<file path="config.mk">
export PLATFORM = sky130hd
export DESIGN_NAME = pipelined_multiplier_param
export DESIGN_NICKNAME = d
export VERILOG_FILES = /design/src/rtl/pipelined_multiplier_param.sv
export SDC_FILE = /design/constraint.sdc
export NUM_CORES = 1
export LEC_CHECK = 0
export ABC_AREA = 0
export CAP_MARGIN = 5
export CORE_AREA = 2 2 69 104
export CTS_CLUSTER_DIAMETER = 40
export DETAILED_ROUTE_END_ITERATION = 6
export DIE_AREA = 0 0 71 106
export GPL_TIMING_DRIVEN = 0
export MAX_ROUTING_LAYER = met4
export PLACE_DENSITY = 0.78
export SYNTH_ARGS = -nofsm -noshare
export SYNTH_HDL_FRONTEND = slang
export SYNTH_SLANG_ARGS = --single-unit
</file>
<file path="constraint.sdc">
create_clock -name clk -period 6.6 [get_ports clk]
set_input_delay 0.66 -clock clk [delete_from_list [all_inputs] [get_ports clk]]
set_output_delay 0.66 -clock clk [all_outputs]
set_load 0.02 [all_outputs]
</file>
<file path="src/rtl/pipelined_multiplier_param.sv">
// WIDTH x WIDTH shift-add multiplier: one partial-product bit per stage, one result per cycle,
// per-operation signed/unsigned mode and tag, valid/ready handshake with a global stall.
module pipelined_multiplier_param #(
  parameter int WIDTH = 4,
  parameter int TAG_W = 2
) (
  input  logic                 clk,
  input  logic                 rstn,
  input  logic                 data_rdy,
  output logic                 data_ack,
  input  logic [WIDTH-1:0]     mult1,
  input  logic [WIDTH-1:0]     mult2,
  input  logic                 sgn,
  input  logic [TAG_W-1:0]     tag_in,
  output logic                 res_rdy,
  input  logic                 res_ack,
  output logic [2*WIDTH-1:0]   res,
  output logic [TAG_W-1:0]     tag_out
);

  localparam int PW = 2 * WIDTH;
  localparam int MW = WIDTH + 1;

  // mcand is kept pre-shifted and mplier pre-shifted so every stage looks at fixed bit positions
  typedef struct packed {
    logic             valid;
    logic             neg;
    logic [TAG_W-1:0] tag;
    logic [PW-1:0]    mcand;
    logic [WIDTH-1:0] mplier;
    logic [PW-1:0]    acc;
  } stage_t;

  stage_t st_q [WIDTH];
  stage_t st_in;

  logic             stall;
  logic [MW-1:0]    mcand_ext;
  logic [MW-1:0]    mcand_mag;
  logic [WIDTH-1:0] mplier_mag;
  logic [PW-1:0]    res_next;

  assign stall    = res_rdy & ~res_ack;
  assign data_ack = ~stall;

  function automatic stage_t step(input stage_t p);
    stage_t n;
    n        = p;
    n.acc    = p.acc + (p.mplier[1] ? (p.mcand << 1) : '0);
    n.mcand  = p.mcand << 1;
    n.mplier = p.mplier >> 1;
    return n;
  endfunction

  // Magnitude conversion uses a sign-extended extra bit so that -2^(WIDTH-1) stays exact
  always_comb begin
    st_in      = '0;
    mcand_ext  = {sgn & mult1[WIDTH-1], mult1};
    mcand_mag  = (sgn & mult1[WIDTH-1]) ? -mcand_ext : mcand_ext;
    mplier_mag = (sgn & mult2[WIDTH-1]) ? -mult2 : mult2;
    if (data_rdy) begin
      st_in.valid  = 1'b1;
      st_in.neg    = sgn & (mult1[WIDTH-1] ^ mult2[WIDTH-1]);
      st_in.tag    = tag_in;
      st_in.mcand  = {{(PW-MW){1'b0}}, mcand_mag};
      st_in.mplier = mplier_mag;
      st_in.acc    = mplier_mag[0] ? st_in.mcand : '0;
    end
  end

  assign res_next = st_q[WIDTH-1].neg ? -st_q[WIDTH-1].acc : st_q[WIDTH-1].acc;

  always_ff @(posedge clk or posedge rstn) begin
    if (rstn) begin
      for (int i = 0; i < WIDTH; i++) st_q[i] <= '0;
      res_rdy <= 1'b0;
      res     <= '0;
      tag_out <= '0;
    end else if (!stall) begin
      st_q[0] <= st_in;
      for (int i = 1; i < WIDTH; i++) st_q[i] <= step(st_q[i-1]);
      res_rdy <= st_q[WIDTH-1].valid;
      res     <= res_next;
      tag_out <= st_q[WIDTH-1].tag;
    end
  end

endmodule

</file>
After elaboration in Yosys (flattened, before gate mapping) --
Index checks and enable logic that the tools add are counted.
Cells by class: add/sub/neg operators 6, multiplexer cells 8, bitwise operators 7
Operators with widths (count):
- 8-bit two-way mux | 4
- 8-bit adder | 3
- 24-bit two-way mux | 1
- 5-bit two-way mux | 2
- 8-bit negation | 1
- 5-bit negation | 1
- 1-bit AND | 4
- 4-bit two-way mux | 1
- 4-bit negation | 1
- 1-bit inverter | 2
- 1-bit XOR | 1
Word-level totals: flip-flop bits (word level) 86, input bits 15, logic and storage cells 46

Depth between registers and ports, before layout --
depth after elaboration 5, gate-level depth with buffers 8

Worst setup path after synthesis --
OpenSTA, ideal clock, no wires.
kind input to output, start point input res_ack, end point output data_ack, arrival 1279 ps, required time 5940 ps, slack 4661 ps, stages on the path 3, buffers on the path 1, path through nor2b_1 > clkinv_1 > clkbuf_1
Between the ends: cells in the longest elaborated chain, start to end 3
Ends and longest elaborated chain:
- start: declaration | line 16 | input logic res_ack,
- 1-bit inverter | line 43 | assign stall = res_rdy & ~res_ack;
- 1-bit AND | line 43
- 1-bit inverter | line 44 | assign data_ack = ~stall;
- end: declaration | line 10 | output logic data_ack,
No other way between the ends.

Worst setup path in the final report --
Ends and elaborated chain as after synthesis.

==> metrics.md <==
| Metric | Value |
|---|---|
| Outcome | `complete, no violations` |
| Seq cells post-synth | `76` |
| Final WS setup | `3.392 ns` |
| Later-pin clock latency in the skew report | `0.34 ns` |
| Routed vias/inst | `5.240` |
| Power Total | `roughly 1.5 mW` |
| Synth warn | `0` |
| Worst rel slew slack | `59.32%` |
| Crit path capture type | `primary output` |
| Reg clk slew, reported paths | `0.07 ns` |
| IO Pins | `27` |
| Clk_skew | `approximately 0.0069 ns` |
| Register-to-Register Path Depth | `7` |
| Largest net degree at the start of global routing | `57` |
| # DRC | `0` |
| Synth cell types | `31` |
| Die footprint | `7526 sq um` |
| Area Overhead vs Synth | `15.46%` |
| Syn Inst Count | `389` |
| Share of cells above drive strength 1 | `roughly 5.6%` |
| Pwr/cell area | `roughly 360 nW/um^2` |
| Synth async-reset ratio | `100.0%` |
| Inserted Clock Buffers | `9` |
| Initial antenna violation count | `0` |
| Iteration-0 DRC Markers | `153` |
| Std cell rows | `37` |
| First-pass iteration count of the detailed router | `4` |
| Ant diodes | `0` |
| Post-synth top flop | `dfrtp_1` |
| Max-cap violations | `0` |
| Core footprint | `about 6700 sq um` |
| Fin crit share | `48.61%` |
| Final Setup Violations | `0` |
| Hold Crit Class | `reg2reg` |
| Clk pwr share | `approximately a fifth` |
| Crit path DAT | `2.55 ns` |
| Hpwl dp | `around 5300 um` |
| Synth Cell Area | `between 3000 and 4000 sq um` |
| Worst Hold Depth | `2` |
| GRT Total Usage | `around 22%` |
| Maximum VDD drop | `around 0.00020 V` |
| Hold_buf cts | `0` |
| Critical path's slowest cell | `clkdlybuf4s50_1` |
| GR Overflow Total | `0` |
| Post-CTS setup buffer count | `0` |
| Fmax | `just over 300 MHz` |
| Switching Share | `approximately 37%` |
| Final wirelength | `approximately 7100 um` |
| Actual slew at the worst max-slew pin | `roughly 0.61 ns` |
| Tmin final | `around 3.2 ns` |
| Post-route insts no fill | `a little over 500` |
| Crit Path Class | `in2out` |
| CTS max path bufs | `2` |
| Syn_nets | `around 420` |
| Most frequent CP cell | `clkdlybuf4s50_1` |
| Worst-path cell chain | `clkdlybuf4s50_1 > nor2b_1 > clkinv_1 > clkbuf_1 > clkdlybuf4s50_1` |
| CP peak stage delay | `~0.63 ns` |
| Die Ht | `106 um` |
| Clock sinks | `76` |
| WP data required | `between 5 and 6 ns` |
| Psw | `~0.55 mW` |
| Sequential share of power | `between 40% and 50%` |
| PortBufs | `26` |
| First-pass GRT wire length | `12550 um` |
| LEAKAGE | `2.124 nW` |
| Dpl cells | `around 490` |
| Chip Width | `71 um` |
| Worst Setup Start Kind | `input port` |
| Final hold slack | `~0.47 ns` |
| RePlAce Congestion | `0.8200` |
| DP Worst Slack | `approximately 3.4 ns` |
| Post-CTS resize count | `0` |
| Fin nets | `461` |
| H-tree levels | `3` |
| Routed Antenna Nets | `0` |
| Avg Inst Size Synth | `~9 sq um` |
| CTS tree | `built` |
| Sequential element share of the synthesized area | `53.17%` |
| Slew Limit Fails | `0` |
| Vias in the first global route | `~2800` |
| Gate power share | `between 30% and 40%` |
| Clock Tree Root | `clkbuf_8` |
| Starting Density | `~53%` |
| Fill count | `between 500 and 600` |
| Avg WL per Cell | `roughly 14 um` |
| Unrepaired setup endpoints after global routing | `false` |
| Vias post-DR | `2662` |
| Int Pwr | `between 0.9 and 1 mW` |
| Setup TNS | `0 ns` |
| Final hold vios | `0` |
| CP Max Fanout | `10` |
| Post-synth EDFFs | `0` |
==> placed cells by master (no fill, tap or decap), types with 2 or more instances in the layout <==
cell             instances
and2_1                  13
mux2i_1                  3
o31ai_1                  5
clkinvlp_4               3
buf_2                    6
clkbuf_8                10
clkbuf_1                 9
nand2b_1                 2
ha_1                    16
o21ai_0                 23
nor3_1                   4
nor2b_1                  3
xnor2_1                  8
dfrtp_1                 76
nand2_1                143
nand3_1                  5
a21oi_1                 14
xor2_1                   9
fa_1                     3
clkdlybuf4s50_1         26
a21o_1                   6
nor2_1                  14
inv_1                   15
==> worst max-delay path, delay by kind of cell <==
family / cells / cell delay (ns)
buffers and inverters: 4 / 1.62
and+or+nand+nor: 1 / 0.27
==> cells by family (layout without fill, tap and decap cells) <==
group / count (synthesis) / in the layout / share of synthesized area [%]
XOR/XNOR: 17 / 17 / 4.162
multiplexers: 3 / 3 / 0.8395
buffers and inverters: 33 / 74 / 3.672
adder cells (fa/ha/maj): 19 / 19 / 7.275
flip-flops: 76 / 76 / 53.17
AO/OA/AOI/OAI: 53 / 53 / 9.024
AND/OR/NAND/NOR: 188 / 188 / 21.86
==> metrics by stage <==
stage               util, %  cell area, sq um
floorplan                 -              3577
global placement      58.62              3935
detailed placement    59.07              3965
CTS                   61.53              4130
global route          61.53              4130
finish                61.53              4130
==> final cells by class <==
type	count	area [sq um]	share of cell area [%]
buffer	16	67.56	1.636
clock buffer	10	137.6	3.332
clock inverter	4	27.53	0.6665
inverter	17	66.31	1.606
multi-input combinational	280	1544	37.38
sequential	76	1902	46.05
tap	78	97.59	2.363
timing repair buffer	27	287.8	6.968
==> routing by layer <==
layer | GRT usage (%) | share of wire (%) | up-vias
met5 | - | 0 | -
met4 | 8.086 | 1.5 | 0
met3 | 3.318 | 3.5 | 8
met2 | 39.52 | 55 | 48
met1 | 24.37 | 40 | 1288
li1 | - | - | 1318
==> state kept, by name, summed over array words and instances (netlist names) <==
signal and flops:
res 8, res_rdy 1, st_q 65, tag_out 2
==> cells in the mapped netlist (2+ instances only) <==
master / count / share of area [%]
and2_1: 13 / 2.3
dfrtp_1: 76 / 53
o21ai_0: 23 / 3.2
nor2b_1: 3 / 0.52
buf_2: 6 / 0.84
nor2_1: 14 / 1.5
clkbuf_1: 9 / 0.94
fa_1: 3 / 1.7
xnor2_1: 8 / 2.0
ha_1: 16 / 5.6
nand2b_1: 2 / 0.35
inv_1: 16 / 1.7
nor3_1: 4 / 0.56
mux2i_1: 3 / 0.84
a21o_1: 6 / 1.3
nand2_1: 143 / 15
xor2_1: 9 / 2.2
o31ai_1: 5 / 1.0
nand3_1: 5 / 0.70
a21oi_1: 14 / 2.0
==> power groups by stage <==
stage | combinational, mW | clock [mW] | sequential, mW
6_report | 0.485 | 0.304 | 0.706
5_1_grt | 0.547 | 0.333 | 0.727
4_1_cts | 0.491 | 0.309 | 0.708
3_5_place_dp | 0.489 | 0 | 0.717
3_3_place_gp | 0.469 | 0 | 0.707
2_1_floorplan | 0.295 | 0 | 0.726
==> worst paths after layout <==
path | slack [ns] | from | endpoint
max reg2reg | 4.65 | st_q[81] | st_q[53]
min in group asynchronous | 0.61 | rstn | st_q[74]
min | 0.47 | tag_out[0] | tag_out[0]
max | 3.39 | res_ack | data_ack
min reg2reg | 0.47 | tag_out[0] | tag_out[0]
max in group asynchronous | 5.42 | rstn | st_q[82]
Note: power is estimated with default switching activity, not from simulation.
==> RTL edit, RTL diff (same settings) <==
The parameter `TAG_W` goes from 2 to 4.
--- a/src/rtl/pipelined_multiplier_param.sv
+++ b/src/rtl/pipelined_multiplier_param.sv
@@ -2,7 +2,7 @@
 // per-operation signed/unsigned mode and tag, valid/ready handshake with a global stall.
 module pipelined_multiplier_param #(
   parameter int WIDTH = 4,
-  parameter int TAG_W = 2
+  parameter int TAG_W = 4
 ) (
   input  logic                 clk,
   input  logic                 rstn,
Ports: changed (resized tag_in and tag_out); port bits go from 27 to 31. No check against the original RTL was run, so the function may have changed too.
==> RTL edit against the original RTL <==
  * Area after synthesis increased by 10%
  * First-iteration DRC count increased by 31%
  * Sequential cell count increased by 10
  * Routed wire length increased by 14%
  * Non-clock buffer count increased by 7
  * Power increased by 18%
  * Critical path type unchanged
  * Worst setup slack got worse by 0.087 ns
  * Cell area increased by 11%
==> RTL edit: results (changes against the original RTL) <==
## Synthesis
- 470 — Post-Synthesis Net Count, was 423
- 172 x nand2_1, 86 x dfrtp_1, 23 x o21ai_0, 16 x ha_1, 16 x inv_1 — top cell types by occurrence after synthesis, was 143 x nand2_1, 76 x dfrtp_1, 23 x o21ai_0, 16 x ha_1, 16 x inv_1
- 29 — Yosys cell types, was 31
- 54.5% — share of the yosys chip area belonging to registers, was 53.2%
- 434 — Post-Syn Instances, was 389
- dfrtp_1 55%, nand2_1 16%, ha_1 5.1% — biggest area contributors in the synthesized netlist, was dfrtp_1 53%, nand2_1 15%, ha_1 5.6%

## Worst setup path
- 0.71 ns — maximum cell stage delay along the critical path, was 0.63 ns
- st_q[7]$_DFFE_PP0N_ — worst reg2reg path endpoint, was st_q[53]$_DFFE_PP0N_
- 2.63 ns — data arrival time of the worst path, was 2.55 ns
- 8 — worst reg-to-reg path cell count, was 7
- 4.58 ns — setup slack of the worst register-to-register path, was 4.65 ns

## GRT
- 64 — largest net degree at the start of global routing, was 57
- 13.6 mm — global-route wire length before repair, was 12.6 mm

## Run status
- completed — run status, unchanged

## Detailed routing
- 8.11 mm — Routed Wire Length, was 7.14 mm
- 200 — iteration-0 DRC count of the detailed router, was 153
- 2955 — total via count in the routed design, was 2662

## Finish
- 5.43% — layout cell share with drive strength beyond 1, was 5.58%
- 534 — filler cell count, was 588
- 511 — net count of the finished layout, was 461
- st_q: 73 flops, res: 8 flops, tag_out: 4 flops — top flop regs, was st_q: 65 flops, res: 8 flops, tag_out: 2 flops

## Power
- 0.000228 V — Max rail drop VDD, was 0.000205 V
- 2.38 nW — cell leakage power, was 2.12 nW

## Timing
- 60.7% — normalized max-slew margin, was 59.3%

## Placed design
- 0.813 — weighted congestion reported at the end of routability-driven placement, was 0.820
- 542 — placed insts, was 494
- 5.94 mm — half-perimeter wire length of the detailed placement result, was 5.27 mm

## Clock network
- 0.37 ns — clock insertion delay at the later pin of the skew report, was 0.34 ns

## Worst hold path
- st_q[40]$_DFFE_PP0N_ — Hold Crit Endpoint, was tag_out[0]$_DFFE_PP0N_
- st_q[40]$_DFFE_PP0N_ — Hold Path Origin, was tag_out[0]$_DFFE_PP0N_

## RTL edit: changes by cell type after synthesis, moves of 2 or more
cell,change
xnor2_1,+2
nand2_1,+29
nand3_1,+2
dfrtp_1,+10
buf_1,+3
## RTL edit: critical path, delay by kind of cell
kind	cells	cell delay [ns]
simple gates	1	0.05
buf+inv	5	1.91
## RTL edit: cells by family after synthesis
logic type / share of synthesized area (%)
AND/OR/NAND/NOR: 23.1
flip-flops: 54.5
AO/OA/AOI/OAI: 7.42
buffers and inverters: 3.64
adder cells (fa/ha/maj): 6.59
XOR/XNOR: 3.99
multiplexers: 0.761
## RTL edit: worst max path at each step
| stage | end | slack [ns] | cells past startpoint |
|---|---|---|---|
| 6_report | data_ack | 3.31 | 6 |
| 5_1_grt | data_ack | 3.24 | 6 |
| 4_1_cts | data_ack | 3.29 | 6 |
| 3_5_place_dp | data_ack | 3.31 | 6 |
| 3_3_place_gp | st_q[99]$_DFFE_PP0N_ | 2.47 | 2 |
| 2_1_floorplan | res[0]$_DFFE_PP0N_ | 3.72 | 1 |
## RTL edit: area by class of cell
type	count	area, sq um	area share, %
plain buffers	20	83.8	1.83
clock buffers	10	138	3.00
clock inverters	5	82.6	1.80
inverters	16	62.6	1.36
multi-input cells	312	1650	36.0
flip-flops and latches	86	2150	46.9
well taps	78	97.6	2.13
repair buffers	30	318	6.93
## RTL edit: per-layer routing
layer / track usage, % / wire [um]
met1: 26.2 / 3280
met2: 42.1 / 4340
met3: 6.45 / 265
met4: 10.8 / 238
met5: - / 0
## RTL edit: report_power, final
| part | leakage [nW] | switching (mW) | internal, mW | total [mW] |
|---|---|---|---|---|
| clock network | 0.113 | 0.189 | 0.223 | 0.411 |
| logic | 1.14 | 0.327 | 0.224 | 0.551 |
| registers | 1.13 | 0.106 | 0.691 | 0.797 |
| total | 2.38 | 0.621 | 1.14 | 1.76 |
## RTL edit: per-stage QoR
stage / worst slack, ns / hold WS, ns / area (sq um)
after CTS: 3.29 / 0.468 / 4590
final: 3.31 / 0.465 / 4590
after global placement: 2.47 / 0.445 / 4340
after global routing: 3.24 / 0.487 / 4590
after floorplan: 3.72 / 0.430 / 3950
after detailed placement: 3.31 / 0.450 / 4370
